$ cat config.mk
export PLATFORM = sky130hd
export DESIGN_NAME = ham_serial_rx
export DESIGN_NICKNAME = d
export VERILOG_FILES = /design/src/rtl/ham_pkg.sv /design/src/rtl/ham_fifo.sv /design/src/rtl/ham_serial_rx.sv
export SDC_FILE = /design/constraint.sdc
export NUM_CORES = 1
export LEC_CHECK = 0
export BUFFER_PORTS_ARGS = -buffer_cell sky130_fd_sc_hd__buf_4
export CAP_MARGIN = 40
export CORE_ASPECT_RATIO = 0.5
export CORE_UTILIZATION = 60
export CTS_CLUSTER_DIAMETER = 200
export CTS_CLUSTER_SIZE = 28
export DETAILED_ROUTE_END_ITERATION = 6
export GPL_TIMING_DRIVEN = 0
export PLACE_DENSITY = 0.88
export RECOVER_POWER = 100
export REMOVE_ABC_BUFFERS = 1
export SYNTH_ARGS = -nofsm -noshare
export SYNTH_HDL_FRONTEND = slang
export SYNTH_HIERARCHICAL = 1
export SYNTH_SLANG_ARGS = --single-unit
$ cat constraint.sdc
create_clock -name clk -period 4.5 [get_ports clk]
set_clock_uncertainty 0.15 [all_clocks]
set_input_delay 0.9 -clock clk [delete_from_list [all_inputs] [get_ports clk]]
set_output_delay 0.9 -clock clk [all_outputs]
set_load 0.05 [all_outputs]
$ cat src/rtl/ham_pkg.sv
// Shared Hamming(7,4) definitions: codeword layout, stored word format and
// the single-error-correcting decode used by both receive and encoder benches.
package ham_pkg;

    localparam int CW_W       = 7;
    localparam int DATA_W     = 4;
    localparam int HAM_WORD_W = DATA_W + 3 + 1;

    localparam int P1 = 0;
    localparam int P2 = 1;
    localparam int D0 = 2;
    localparam int P4 = 3;
    localparam int D1 = 4;
    localparam int D2 = 5;
    localparam int D3 = 6;

    typedef struct packed {
        logic [DATA_W-1:0] data;
        logic [2:0]        syndrome;
        logic              corrected;
    } ham_word_t;

    typedef enum logic [1:0] {
        IDLE  = 2'd0,
        SHIFT = 2'd1,
        CHECK = 2'd2
    } rx_state_t;

    function automatic ham_word_t ham_correct(input logic [CW_W-1:0] cw);
        ham_word_t w;
        logic [2:0] syn;
        logic [DATA_W-1:0] data;
        syn[0] = cw[P1] ^ cw[D0] ^ cw[D1] ^ cw[D3];
        syn[1] = cw[P2] ^ cw[D0] ^ cw[D2] ^ cw[D3];
        syn[2] = cw[P4] ^ cw[D1] ^ cw[D2] ^ cw[D3];
        data   = {cw[D3], cw[D2], cw[D1], cw[D0]};
        // Syndromes 1, 2 and 4 point at parity bits, so the data is left alone.
        case (syn)
            3'd3:    data[0] = ~data[0];
            3'd5:    data[1] = ~data[1];
            3'd6:    data[2] = ~data[2];
            3'd7:    data[3] = ~data[3];
            default: data    = data;
        endcase
        w.data      = data;
        w.syndrome  = syn;
        w.corrected = (syn != 3'd0);
        return w;
    endfunction

endpackage

$ cat src/rtl/ham_fifo.sv
// First-word-fall-through FIFO of decoded Hamming words; the head entry is
// presented combinationally and a push into a full FIFO succeeds only alongside a pop.
module ham_fifo
    import ham_pkg::*;
#(
    parameter int DEPTH = 4
) (
    input  logic                  clk,
    input  logic                  rst_n,
    input  logic                  push,
    input  logic [HAM_WORD_W-1:0] push_word,
    input  logic                  pop_ready,
    output logic                  valid,
    output logic [HAM_WORD_W-1:0] head,
    output logic                  push_ok
);

    localparam int AW = $clog2(DEPTH);

    logic [AW:0]           wr_ptr_q, wr_ptr_d;
    logic [AW:0]           rd_ptr_q, rd_ptr_d;
    logic [HAM_WORD_W-1:0] mem_q [DEPTH];
    logic                  empty;
    logic                  full;
    logic                  pop;

    // Pointers carry one extra wrap bit so full and empty are distinguishable.
    assign empty   = (wr_ptr_q == rd_ptr_q);
    assign full    = (wr_ptr_q[AW] != rd_ptr_q[AW]) &&
                     (wr_ptr_q[AW-1:0] == rd_ptr_q[AW-1:0]);
    assign pop     = !empty && pop_ready;
    assign push_ok = push && (!full || pop);
    assign valid   = !empty;
    assign head    = empty ? '0 : mem_q[rd_ptr_q[AW-1:0]];

    always_comb begin
        wr_ptr_d = wr_ptr_q;
        rd_ptr_d = rd_ptr_q;
        if (push_ok) begin
            wr_ptr_d = wr_ptr_q + 1'b1;
        end
        if (pop) begin
            rd_ptr_d = rd_ptr_q + 1'b1;
        end
    end

    always_ff @(posedge clk or negedge rst_n) begin
        if (!rst_n) begin
            wr_ptr_q <= '0;
            rd_ptr_q <= '0;
        end else begin
            wr_ptr_q <= wr_ptr_d;
            rd_ptr_q <= rd_ptr_d;
        end
    end

    always_ff @(posedge clk) begin
        if (push_ok) begin
            mem_q[wr_ptr_q[AW-1:0]] <= push_word;
        end
    end

endmodule

$ cat src/rtl/ham_serial_rx.sv
// Serial Hamming(7,4) receiver: frames qualified bits into codewords, corrects
// single-bit errors, buffers results and keeps saturating link statistics.
module ham_serial_rx
    import ham_pkg::*;
#(
    parameter int DEPTH = 4,
    parameter int CNT_W = 8
) (
    input  logic             clk,
    input  logic             rst_n,
    input  logic             rx_bit_valid,
    input  logic             rx_bit,
    input  logic             rx_sof,
    input  logic             o_ready,
    output logic             o_valid,
    output logic [3:0]       o_data,
    output logic [2:0]       o_syndrome,
    output logic             o_corrected,
    input  logic             clr_stats,
    output logic [CNT_W-1:0] corr_cnt,
    output logic [CNT_W-1:0] abort_cnt,
    output logic [CNT_W-1:0] drop_cnt
);

    localparam int N_CNT    = 3;
    localparam int IDX_CORR = 0;
    localparam int IDX_ABRT = 1;
    localparam int IDX_DROP = 2;

    rx_state_t       state_q, state_d;
    logic [2:0]      count_q, count_d;
    logic [CW_W-1:0] cw_q, cw_d;

    logic            push;
    logic            push_ok;
    logic            abort;
    ham_word_t       push_word;
    ham_word_t       head_word;

    logic [N_CNT-1:0] cnt_inc;
    logic [CNT_W-1:0] cnt_q [N_CNT];
    logic [CNT_W-1:0] cnt_d [N_CNT];

    always_comb begin
        state_d   = state_q;
        count_d   = count_q;
        cw_d      = cw_q;
        push      = 1'b0;
        abort     = 1'b0;
        push_word = ham_correct(cw_q);
        case (state_q)
            // CHECK decodes the finished word while accepting input exactly like IDLE.
            IDLE, CHECK: begin
                push    = (state_q == CHECK);
                state_d = IDLE;
                if (rx_bit_valid && rx_sof) begin
                    cw_d[0] = rx_bit;
                    count_d = 3'd1;
                    state_d = SHIFT;
                end
            end
            SHIFT: begin
                if (rx_bit_valid) begin
                    if (rx_sof) begin
                        abort   = 1'b1;
                        cw_d[0] = rx_bit;
                        count_d = 3'd1;
                    end else begin
                        cw_d[count_q] = rx_bit;
                        count_d       = count_q + 3'd1;
                        if (count_q == 3'd6) begin
                            count_d = 3'd0;
                            state_d = CHECK;
                        end
                    end
                end
            end
            default: begin
                state_d = IDLE;
                count_d = 3'd0;
            end
        endcase
    end

    always_ff @(posedge clk or negedge rst_n) begin
        if (!rst_n) begin
            state_q <= IDLE;
            count_q <= 3'd0;
            cw_q    <= '0;
        end else begin
            state_q <= state_d;
            count_q <= count_d;
            cw_q    <= cw_d;
        end
    end

    ham_fifo #(
        .DEPTH(DEPTH)
    ) u_fifo (
        .clk      (clk),
        .rst_n    (rst_n),
        .push     (push),
        .push_word(push_word),
        .pop_ready(o_ready),
        .valid    (o_valid),
        .head     (head_word),
        .push_ok  (push_ok)
    );

    assign o_data      = head_word.data;
    assign o_syndrome  = head_word.syndrome;
    assign o_corrected = head_word.corrected;

    assign cnt_inc[IDX_CORR] = push && push_word.corrected;
    assign cnt_inc[IDX_ABRT] = abort;
    assign cnt_inc[IDX_DROP] = push && !push_ok;

    // Clear wins over a same-cycle increment; counters stick at all-ones.
    always_comb begin
        for (int i = 0; i < N_CNT; i++) begin
            cnt_d[i] = cnt_q[i];
            if (clr_stats) begin
                cnt_d[i] = '0;
            end else if (cnt_inc[i] && (cnt_q[i] != {CNT_W{1'b1}})) begin
                cnt_d[i] = cnt_q[i] + 1'b1;
            end
        end
    end

    always_ff @(posedge clk or negedge rst_n) begin
        if (!rst_n) begin
            for (int i = 0; i < N_CNT; i++) begin
                cnt_q[i] <= '0;
            end
        end else begin
            for (int i = 0; i < N_CNT; i++) begin
                cnt_q[i] <= cnt_d[i];
            end
        end
    end

    assign corr_cnt  = cnt_q[IDX_CORR];
    assign abort_cnt = cnt_q[IDX_ABRT];
    assign drop_cnt  = cnt_q[IDX_DROP];

endmodule

==> results.md, run 1 <==
- Post-route insts no fill: 409
- CTS tree: done
- Synth Register Bits: 74
- Setup violations, final: 0
- Grt ovf: 0
- Setup crit end kind: primary output
- Hold slack: 0.3809 ns
- GPL Wtd Cong: 0.7871
- Leak: 1.584 nW
- Setup Buffers After CTS: 0
- Setup TNS: 0 ns
- Max-slew violation count: 43
- Yosys warns: 6
- Crit path DAT: 2.64 ns
- Placed insts: 393
- Hold crit path type: reg2reg
- Vias in the first global route: 2265
- Final instance area: 4111 um2
- Die area: 6471 um2
- First-pass GRT wire length: 10980 um
- Fin. Hold Viols: 0
- Startpoint types: register
- Rows: 19
- Vias: 2380
- Fin crit share: 81.99%
- Die H: 57.39 um
- Starting density of the core: 64.79%
- Peak supply drop: 0.2770 mV
- Net count, final: 346
- Ys async rst share: 56.76%
- Reg clk slew, reported paths: 0.06 ns
- Top Ports: 40
- DR WL/cell: 16.26 um
- Required time worst endpoint: 3.45 ns
- Avg Synthesized Cell Area: 12.74 um2
- DRC: 0
- Synth Cell Area: 3681 um2
- Worst-path fanout max: 11
- Clk pwr share: 26.7%
- Maximum capacitance violations: 1
- Final wirelength: 6651 um
- Clk_lat worst skew: 0.33 ns
- Pre-Repair DR Iteration Count: 4
- Post-layout util: 72.36%
- Crit Path Class: reg2out
- Seq/Total Area, Yosys: 54.66%
- Final min period: 3.690 ns
- Die width: 112.8 um
- Slew HR: -43.36%
- Layout Area Growth over Synthesis: 11.69%
- IO Port Bufs: 39
- Tightest Pin Transition: 2.150 ns
- Number of synthesized flops with an enable pin: 32
- CTS Buf Count: 9
- Fraction of layout cells with a size suffix above 1: 11.61%
- Switching share of total power: 35.99%
- Sequential share of power: 40.6%
- Hpwl dp: 4510 um
- Failing checks: max-capacitance violations, max-slew violations
- Post-CTS resize count: 0
- Status: complete, but fails checks
- Largest net degree at the start of global routing: 43
- Vias per cell: 5.819
- GRT Total Usage: 23.27%
- Clk buf depth: 2
- Initial drt markers: 95
- Placed Area: 4018 um2
- Clock Tree Root: clkbuf_16
- Initial antenna violation count: 0
- Synth Instances: 289
- CTS Hold Bufs: 0
- Core area: 5682 um2
- H-tree depth: 3
- Cell variety after synth: 52
- Inserted Diodes: 0
- Top FF cell, synth: dfrtp_1
- Internal power: 0.001514 W
- Peak Freq: 0.2710 GHz
- Combinational fraction of design power: 32.7%
- Post-route ant nets: 0
- Psw: 0.0008512 W
- Clock sink count: 74
- RSZ-0062 raised after global routing: no
- PD cells: 575.3 nW/um2
[cell families (layout without fill, tap and decap cells)]
group                      Yosys count  after routing  share of synthesized area (%)
AOI/OAI and AO/OA                   37             37                          7.546
xor gates and xnor gates            31             31                          8.804
and+or+nand+nor                     98             98                          14.51
muxes                               21             21                          9.110
buffers and inverters               20             67                          2.651
DFF                                 74             74                          54.66
adders and majority gates            8              8                          2.719
[registers in the layout, indices dropped and copies added, names as in the netlist]
name and cells:
u_fifo/wr_ptr_q 3, u_fifo/mem_q 32, abort_cnt 8, count_q 3, corr_cnt 8, cw_q 7
state_q 2, drop_cnt 8, u_fifo/rd_ptr_q 3
[routing by layer]
layer	track usage, %	up-vias	wire, um
li1	-	1141	-
met1	27.97	1171	2976
met3	9.245	4	317
met2	39.86	64	3332
met4	6.095	0	24
met5	0	-	0
[through the flow]
stage	setup slack [ns]	power, W
2_1_floorplan	1.469	0.001613
3_3_place_gp	1.147	0.001786
3_5_place_dp	1.154	0.001835
4_1_cts	0.9962	0.002477
5_1_grt	0.5825	0.002482
6_report	0.8103	0.002365
[cells in the final DEF (no fill, tap or decap), types with 3 or more instances in the layout]
master,netlist,layout
o21ai_0,10,10
buf_4,0,5
edfxtp_1,32,32
nor2b_1,6,6
nand2_1,20,20
clkbuf_1,6,38
ha_1,8,8
and2b_1,6,6
mux2_2,9,8
nor4_1,4,4
mux2_1,0,3
xnor2_1,15,16
and4_1,4,4
nand3_1,7,7
nor2_1,24,24
dfrtp_1,42,42
clkbuf_16,0,9
mux4_2,7,7
a21oi_1,7,8
nand3b_1,6,6
inv_1,10,10
xor2_1,13,13
nor3_1,5,5
[worst paths after layout]
kind | start | endpoint | slack (ns) | depth (start not counted)
max | u_fifo/rd_ptr_q[0]$_DFFE_PN0P_ | o_syndrome[1] | 0.81 | 5
min | cw_q[1]$_DFFE_PN0P_ | cw_q[1]$_DFFE_PN0P_ | 0.38 | 1
max reg2reg | u_fifo/rd_ptr_q[0]$_DFFE_PN0P_ | drop_cnt[5]$_DFFE_PN0P_ | 1.17 | 8
min reg2reg | cw_q[1]$_DFFE_PN0P_ | cw_q[1]$_DFFE_PN0P_ | 0.38 | 1
max in group asynchronous | rst_n | corr_cnt[1]$_DFFE_PN0P_ | 1.93 | 1
min in group asynchronous | rst_n | drop_cnt[3]$_DFFE_PN0P_ | 1.04 | 1
[layout make-up]
class	count	area, um2
Tap cell	73	91.34
Sequential cell	74	2012
Clock inverter	4	17.52
Multi-Input combinational cell	195	1534
Clock buffer	12	246.5
Inverter	10	37.54
Fill cell	383	1570
Timing Repair Buffer	41	172.7
[Yosys cell counts (2+ instances only)]
master,n,share of area [%]
nor4b_1,2,0.48
nand3b_1,6,1.2
nand4_1,2,0.34
nand2_1,20,2.0
o311ai_0,2,0.48
dfrtp_1,42,29
mux4_2,7,4.3
xor2_1,13,3.1
buf_6,3,0.92
and2b_1,6,1.2
nand2b_1,2,0.34
edfxtp_1,32,26
a21oi_1,7,0.95
xnor2_1,15,3.6
ha_1,8,2.7
nor2b_1,6,1.0
nor4_1,4,0.68
mux2_2,9,2.8
and4_1,4,0.95
a41oi_1,2,0.48
a311oi_1,2,0.48
or3_1,2,0.34
nand3_1,7,0.95
mux2_4,2,0.82
inv_1,10,1.0
o21ai_0,10,1.4
nor2_1,24,2.4
a211oi_1,2,0.41
or4_1,2,0.41
nor3_1,5,0.68
clkbuf_1,6,0.61
a21o_1,2,0.41
mux2i_1,2,0.54
nand4b_1,2,0.48
o31ai_1,2,0.41
[power by group through the flow]
stage	logic (W)	clock network [W]	registers, W
2_1_floorplan	0.000661	0	0.000952
3_3_place_gp	0.000816	0	0.000970
3_5_place_dp	0.000858	0	0.000977
4_1_cts	0.000868	0.000645	0.000965
5_1_grt	0.000837	0.000673	0.000971
6_report	0.000774	0.000631	0.000960
[critical path, stage by stage, from the launching register on]
cell	delay, ns
dfrtp_1	0.74
xor2_1	0.48
nor3_1	0.18
clkbuf_1	0.22
and2b_1	0.23
clkbuf_1	0.46
(Power assumes the default switching activity.)
==> inputs of run 2 (changes only) <==
ABC_AREA = 1   (was default)
CORE_UTILIZATION = 53   (was 60)
PLACE_DENSITY = 0.83   (was 0.88)
clock period = 3 ns   (was 4.5 ns; I/O delays follow)
==> results.md, run 2 <==
- Status: complete, but fails checks
- Failing checks: design-rule violations
- Post-route insts no fill: 597 (+46%)
- Seq/Total Area, Yosys: 50.38% (-4.3 points)
- Die H: 63.38 um (+10%)
- Maximum capacitance violations: 0 (-1)
- Total power: 0.003897 W (+65%)
- Largest net degree at the start of global routing: 43 (unchanged)
- Vias per cell: 5.124 (-12%)
- IO Port Bufs: 39 (unchanged)
- Synth Register Bits: 74 (unchanged)
- CTS tree: done
- Reg clk slew, reported paths: 0.05 ns (about the same)
- Fin. Hold Viols: 0 (unchanged)
- RSZ-0062 raised after global routing: no
- CTS Buf Count: 9 (unchanged)
- Placed Area: 4354 um2 (+8.4%)
- Die area: 7908 um2 (+22%)
- GPL Wtd Cong: 0.8339 (+5.9%)
- Hpwl dp: 5086 um (+13%)
- Pre-Repair DR Iteration Count: 6 (+2)
- Peak supply drop: 0.3677 mV (+33%)
- Hold crit path type: in2async
- Synth area leader: dfrtp_1
- Placed insts: 581 (+48%)
- Peak Freq: 0.3697 GHz
- Simple-Gate Fraction of Synth Area: 27.57% (+13 points)
- Final min period: 2.705 ns
- Ys async rst share: 56.76% (unchanged)
- Inserted Diodes: 0 (unchanged)
- Starting density of the core: 57.14% (-7.6 points)
- Net count, final: 515 (+49%)
- Rows: 21 (+2)
- Clk_lat worst skew: 0.33 ns (about the same)
- Number of flip-flops in the largest register: 32 (unchanged)
- Initial drt markers: 222 (+130%)
- Setup Buffers After CTS: 0 (unchanged)
- Post-layout util: 63.37% (-9.0 points)
- Required time worst endpoint: 2.25 ns (-1.20 ns)
- Worst-path fanout max: 20 (+9)
- Startpoint types: register
- Max-slew violation count: 0 (-100%)
- Post-Synth Adder-Cell Area: 2.506% (-0.21 points)
- Post-route ant nets: 0 (unchanged)
- Xor/xnor share of the synthesized area: 4.386% (-4.4 points)
- Crit Path Class: reg2out
- Internal power: 0.002235 W (+48%)
- Vias in the first global route: 2853 (+26%)
- Synth Instances: 459 (+59%)
- H-tree depth: 3 (unchanged)
- Setup violations, final: 0 (unchanged)
- Clk buf depth: 2 (unchanged)
- Switching share of total power: 42.64% (+6.7 points)
- DR WL/cell: 12.64 um (-22%)
- Yosys warns: 6 (unchanged)
- Setup TNS: 0 ns (unchanged)
- DRC: 2 (+2)
- Core area: 6989 um2 (+23%)
- Avg Synthesized Cell Area: 8.701 um2 (-32%)
- PD cells: 879.9 nW/um2 (+53%)
- Synth Area in Compound Gates: 7.112% (-0.43 points)
- CTS Hold Bufs: 0 (unchanged)
- Fin crit share: 90.16%
- Synth area leaders: dfrtp_1 (26%), edfxtp_1 (24%), nand2_1 (11%)
- Top Ports: 40 (unchanged)
- Combinational fraction of design power: 38.5% (+5.8 points)
- Post-CTS resize count: 0 (unchanged)
- Portion of netlist area occupied by mux cells: 0% (-9.1 points)
- Synth Cell Area: 3994 um2 (+8.5%)
- Slew HR: 48.85% (+92 points)
- Fraction of layout cells with a size suffix above 1: 9.901% (-1.7 points)
- Reg2Reg Setup Slack: 0.47 ns (-0.70 ns)
- Synth cell count leaders: nand2_1 (112), inv_1 (60), nor2_1 (44)
- Layout Area Growth over Synthesis: 10.90%
- Final instance area: 4429 um2 (+7.7%)
- Cell variety after synth: 31 (-40%)
- Clock Tree Root: clkbuf_16
- Vias: 3059 (+29%)
- Commonest non-fill, non-tap cells in the layout: nand2_1 (121), inv_1 (61), nor2_1 (46), dfrtp_1 (41), o21ai_0 (34)
- Main combinational cell family by area after synthesis: simple AND/OR/NAND/NOR gates
- Grt ovf: 0 (unchanged)
- Synth top area share: 26.32% (-2.2 points)
- Leak: 2.136 nW (+35%)
- Setup crit end kind: primary output
- Crit path DAT: 1.95 ns (-0.69 ns)
- Clk pwr share: 24.1% (-2.6 points)
- First-pass GRT wire length: 12990 um (+18%)
- GRT Total Usage: 21.20% (-2.1 points)
- Initial antenna violation count: 0 (unchanged)
- Final wirelength: 7544 um (+13%)
- Most common cell in the netlist: nand2_1
- Number of synthesized flops with an enable pin: 32 (unchanged)
- Psw: 0.001662 W (+95%)
- Sequential share of power: 37.4% (-3.2 points)
- Commonest non-fill, non-tap cell in the layout: nand2_1
- Top FF cell, synth: dfrtp_1
- Tightest Pin Transition: 0.7645 ns (-1.386 ns)
- Die width: 124.8 um (+11%)
- Clock sink count: 74 (unchanged)
run 2: area by class of cell:
type                       instances  area (um2)
clock buffer                      11       232.7
clock inverter                     5       31.28
timing repair buffer              40       207.7
fill                             600        2560
inverter                          65       246.5
sequential                        74        2013
multi-input combinational        310        1583
tap                               92       115.1
run 2: logic make-up after synthesis:
logic type / Yosys count
xor gates and xnor gates: 20
AOI/OAI and AO/OA: 50
adders and majority gates: 8
DFF: 74
and+or+nand+nor: 232
buffers and inverters: 75
run 2: path summary, 6_finish.rpt:
check | startpoint | to | depth (start not counted)
hold / removal | rst_n | abort_cnt[1]$_DFFE_PN0P_ | 1
min in group clk | clr_stats | drop_cnt[0]$_DFFE_PN0P_ | 2
hold reg to reg | cw_q[3]$_DFFE_PN0P_ | cw_q[3]$_DFFE_PN0P_ | 2
max in group asynchronous | rst_n | u_fifo/rd_ptr_q[0]$_DFFE_PN0P_ | 1
setup reg to reg | u_fifo/rd_ptr_q[1]$_DFFE_PN0P_ | drop_cnt[3]$_DFFE_PN0P_ | 14
setup / recovery | u_fifo/rd_ptr_q[0]$_DFFE_PN0P_ | o_data[0] | 8
run 2: routing by layer:
layer / up-vias / track usage (%) / routed length (um)
met3: 9 / 6.627 / 334
met1: 1418 / 26.79 / 3567
met4: 0 / 8.488 / 127
li1: 1570 / - / -
met5: - / 0 / 0
met2: 62 / 34.27 / 3515
run 2: power by group through the flow:
| stage | combinational [W] | clock (W) | sequential (W) |
|---|---|---|---|
| 6_report | 0.00150 | 0.000941 | 0.00146 |
| 5_1_grt | 0.00167 | 0.00101 | 0.00148 |
| 4_1_cts | 0.00167 | 0.000958 | 0.00145 |
| 3_5_place_dp | 0.00167 | 0 | 0.00147 |
| 3_3_place_gp | 0.00161 | 0 | 0.00146 |
| 2_1_floorplan | 0.00124 | 0 | 0.00146 |
run 2: critical path, cell delays in order, from the launching register on:
cell and delay [ns]:
dfrtp_2 0.54, inv_4 0.21, nand2_1 0.07, nand2_1 0.10, nor2_4 0.04, nand2_2 0.23, nand2_1 0.10, inv_1 0.06
clkbuf_2 0.26
run 2: per-stage QoR:
stage / hold slack [ns] / setup slack [ns]
after CTS: 0.1098 / 0.09022
after detailed placement: 0.3783 / 0.4341
after floorplan: 0.1544 / 0.6119
after global placement: 0.3439 / 0.5259
after global routing: 0.1396 / 0.1360
final: 0.08964 / 0.2951
==> inputs of run 3 (changes only) <==
CORE_UTILIZATION = 55   (was 53)
CTS_BUF_LIST = sky130_fd_sc_hd__clkbuf_8   (was default)
PLACE_DENSITY = 0.85   (was 0.83)
==> results.md, run 3 (same netlist as run 2, synthesis figures left out) <==
- Critical Path Max Stage Delay: 0.56 ns (+0.02 ns)
- Leak: 2.116 nW (-0.92%)
- Routing usage on met3: 6.893% (+0.27 points)
- Fraction of layout cells with a size suffix above 1: 9.703% (-0.20 points)
- Inserted Diodes: 0 (unchanged)
- Vias per cell: 5.129 (about the same)
- Final wirelength: 7439 um (-1.4%)
- Grt ovf: 0 (unchanged)
- IO Port Bufs: 39 (unchanged)
- Setup violations, final: 0 (unchanged)
- Total power: 0.003667 W (-5.9%)
- Hold crit path type: in2async
- Die area: 7627 um2 (-3.6%)
- Tightest Pin Transition: 0.8274 ns (+0.06296 ns)
- Top Ports: 40 (unchanged)
- DR WL/cell: 12.46 um (-1.4%)
- Startpoint types: register
- Slew HR: 44.63% (-4.2 points)
- Starting density of the core: 58.24% (+1.1 points)
- H-tree depth: 3 (unchanged)
- Pre-Repair DR Iteration Count: 4 (-2)
- Most common cell on crit path: nand2_1
- Critical R2R Capture: drop_cnt[6]$_DFFE_PN0P_
- DRC: 0 (-2)
- Reg-to-Reg Start: u_fifo/rd_ptr_q[1]$_DFFE_PN0P_
- Rows: 21 (unchanged)
- Clock sink count: 74 (unchanged)
- Crit Path Class: reg2out
- RSZ-0062 raised after global routing: no
- Post-route insts no fill: 597 (unchanged)
- Vias: 3062 (+0.098%)
- Filler Cells Inserted: 570 (-5.0%)
- Number of flip-flops in the largest register: 32 (unchanged)
- Vias in the first global route: 2693 (-5.6%)
- Fin crit share: 90.30% (+0.14 points)
- First-pass GRT wire length: 12340 um (-5.0%)
- Launch point of the worst path: u_fifo/rd_ptr_q[0]$_DFFE_PN0P_
- CP max-delay cell: dfrtp_2
- Reg2Reg Setup Slack: 0.44 ns (-0.03 ns)
- Final instance area: 4349 um2 (-1.8%)
- Maximum capacitance violations: 0 (unchanged)
- Largest net degree at the start of global routing: 43 (unchanged)
- CTS tree: done
- Placed insts: 581 (unchanged)
- PD cells: 843.3 nW/um2 (-4.2%)
- Clock Tree Root: clkbuf_8
- Net count, final: 515 (unchanged)
- GR Util met1: 27.16% (+0.37 points)
- Critical Path Sink: o_data[1]
- Final min period: 2.709 ns (+0.004156 ns)
- CTS Buf Count: 9 (unchanged)
- Initial antenna violation count: 0 (unchanged)
- Register area: 2013 um2 (unchanged)
- Peak supply drop: 0.3056 mV (-17%)
- Clk_lat worst skew: 0.34 ns (about the same)
- Peak Freq: 0.3691 GHz (-0.15%)
- Status: complete, no violations
- Setup crit end kind: primary output
- GPL Wtd Cong: 0.8283 (-0.67%)
- Post-layout util: 63.42% (about the same)
- Worst-path fanout max: 20 (unchanged)
- Commonest non-fill, non-tap cells in the layout: nand2_1 (122), inv_1 (63), nor2_1 (46), dfrtp_1 (41), o21ai_0 (34)
- Commonest non-fill, non-tap cell in the layout: nand2_1
- Reg2Reg Depth: 14 (unchanged)
- Setup TNS: 0 ns (unchanged)
- Gr busiest metal: met2
- GRT Total Usage: 21.33% (+0.13 points)
- Required time worst endpoint: 2.25 ns (about the same)
- Layout Area Growth over Synthesis: 8.897%
- Initial drt markers: 143 (-36%)
- Clk buf depth: 2 (unchanged)
- Crit path DAT: 1.96 ns (about the same)
- Met2 Use GR: 34.27% (unchanged)
- Placed Area: 4354 um2 (unchanged)
- Max-slew violation count: 0 (unchanged)
- Reg clk slew, reported paths: 0.07 ns (+0.02 ns)
- Post-route ant nets: 0 (unchanged)
- Core area: 6858 um2 (-1.9%)
- CP cell instances: inv_4 > nand2_1 > nand2_1 > nor2_4 > nand2_2 > nand2_1 > inv_1 > clkbuf_2
- Die width: 122.5 um (-1.8%)
- CTS Hold Bufs: 0 (unchanged)
- Fin. Hold Viols: 0 (unchanged)
- Hpwl dp: 5143 um (+1.1%)
- Multi-input logic area: 1580 um2 (-0.16%)
- Die H: 62.26 um (-1.8%)
run 3: cell types whose count changed in the layout (fill, tap and decap cells not counted), sizes merged:
| cell | change |
|---|---|
| clkinvlp | -2 |
| bufinv | +1 |
| clkinv | +1 |
| inv | +2 |
| clkbuf | -2 |
run 3: final cells by class:
class	count	share of cell area [%]
Clock inverter	7	1.438
Sequential cell	74	46.29
Clock buffer	9	2.848
Inverter	65	5.667
Multi-Input combinational cell	310	36.33
Tap cell	92	2.647
Timing Repair Buffer	40	4.776
run 3: worst max-delay path: cells and delay by family (launching register included):
| family | cells | cell delay (ns) |
|---|---|---|
| flip-flops | 1 | 0.56 |
| buffers and inverters | 3 | 0.54 |
| AND/OR/NAND/NOR | 5 | 0.51 |
run 3: layer usage:
layer / up-vias / part of all wire, %
met5: - / 0
li1: 1578 / -
met1: 1431 / 47
met2: 48 / 48
met3: 5 / 3.8
met4: 0 / 0.67
run 3: report_power, final:
group	internal (W)	switching (W)	total [W]
logic	0.000381	0.00111	0.00149
clock network	0.000375	0.000350	0.000725
registers	0.00130	0.000156	0.00145
run 3: what timing repair did:
| item | 4_1_cts | 5_1_grt |
|---|---|---|
| gates resized for setup | 0 | 1 |
| buffers inserted | 0 | 0 |
| setup endpoints to repair | 0 | 8 |
run 3: worst min-delay path by stage:
| stage | from | end | slack [ns] | cells past startpoint |
|---|---|---|---|---|
| floorplan | rst_n | abort_cnt[0]$_DFFE_PN0P_ | 0.15 | 0 |
| global placement | cw_q[3]$_DFFE_PN0P_ | cw_q[3]$_DFFE_PN0P_ | 0.34 | 2 |
| detailed placement | cw_q[3]$_DFFE_PN0P_ | cw_q[3]$_DFFE_PN0P_ | 0.35 | 2 |
| CTS | rst_n | abort_cnt[5]$_DFFE_PN0P_ | 0.08 | 1 |
| global route | rst_n | drop_cnt[5]$_DFFE_PN0P_ | 0.11 | 1 |
| finish | rst_n | abort_cnt[0]$_DFFE_PN0P_ | 0.08 | 1 |
run 3: stage by stage:
| stage | setup slack [ns] | hold slack (ns) |
|---|---|---|
| 2_1_floorplan | 0.6119 | 0.1544 |
| 3_5_place_dp | 0.4615 | 0.3457 |
| 5_1_grt | 0.09371 | 0.1077 |
| 6_report | 0.2910 | 0.08491 |
| 3_3_place_gp | 0.5355 | 0.3394 |
| 4_1_cts | 0.07987 | 0.08308 |
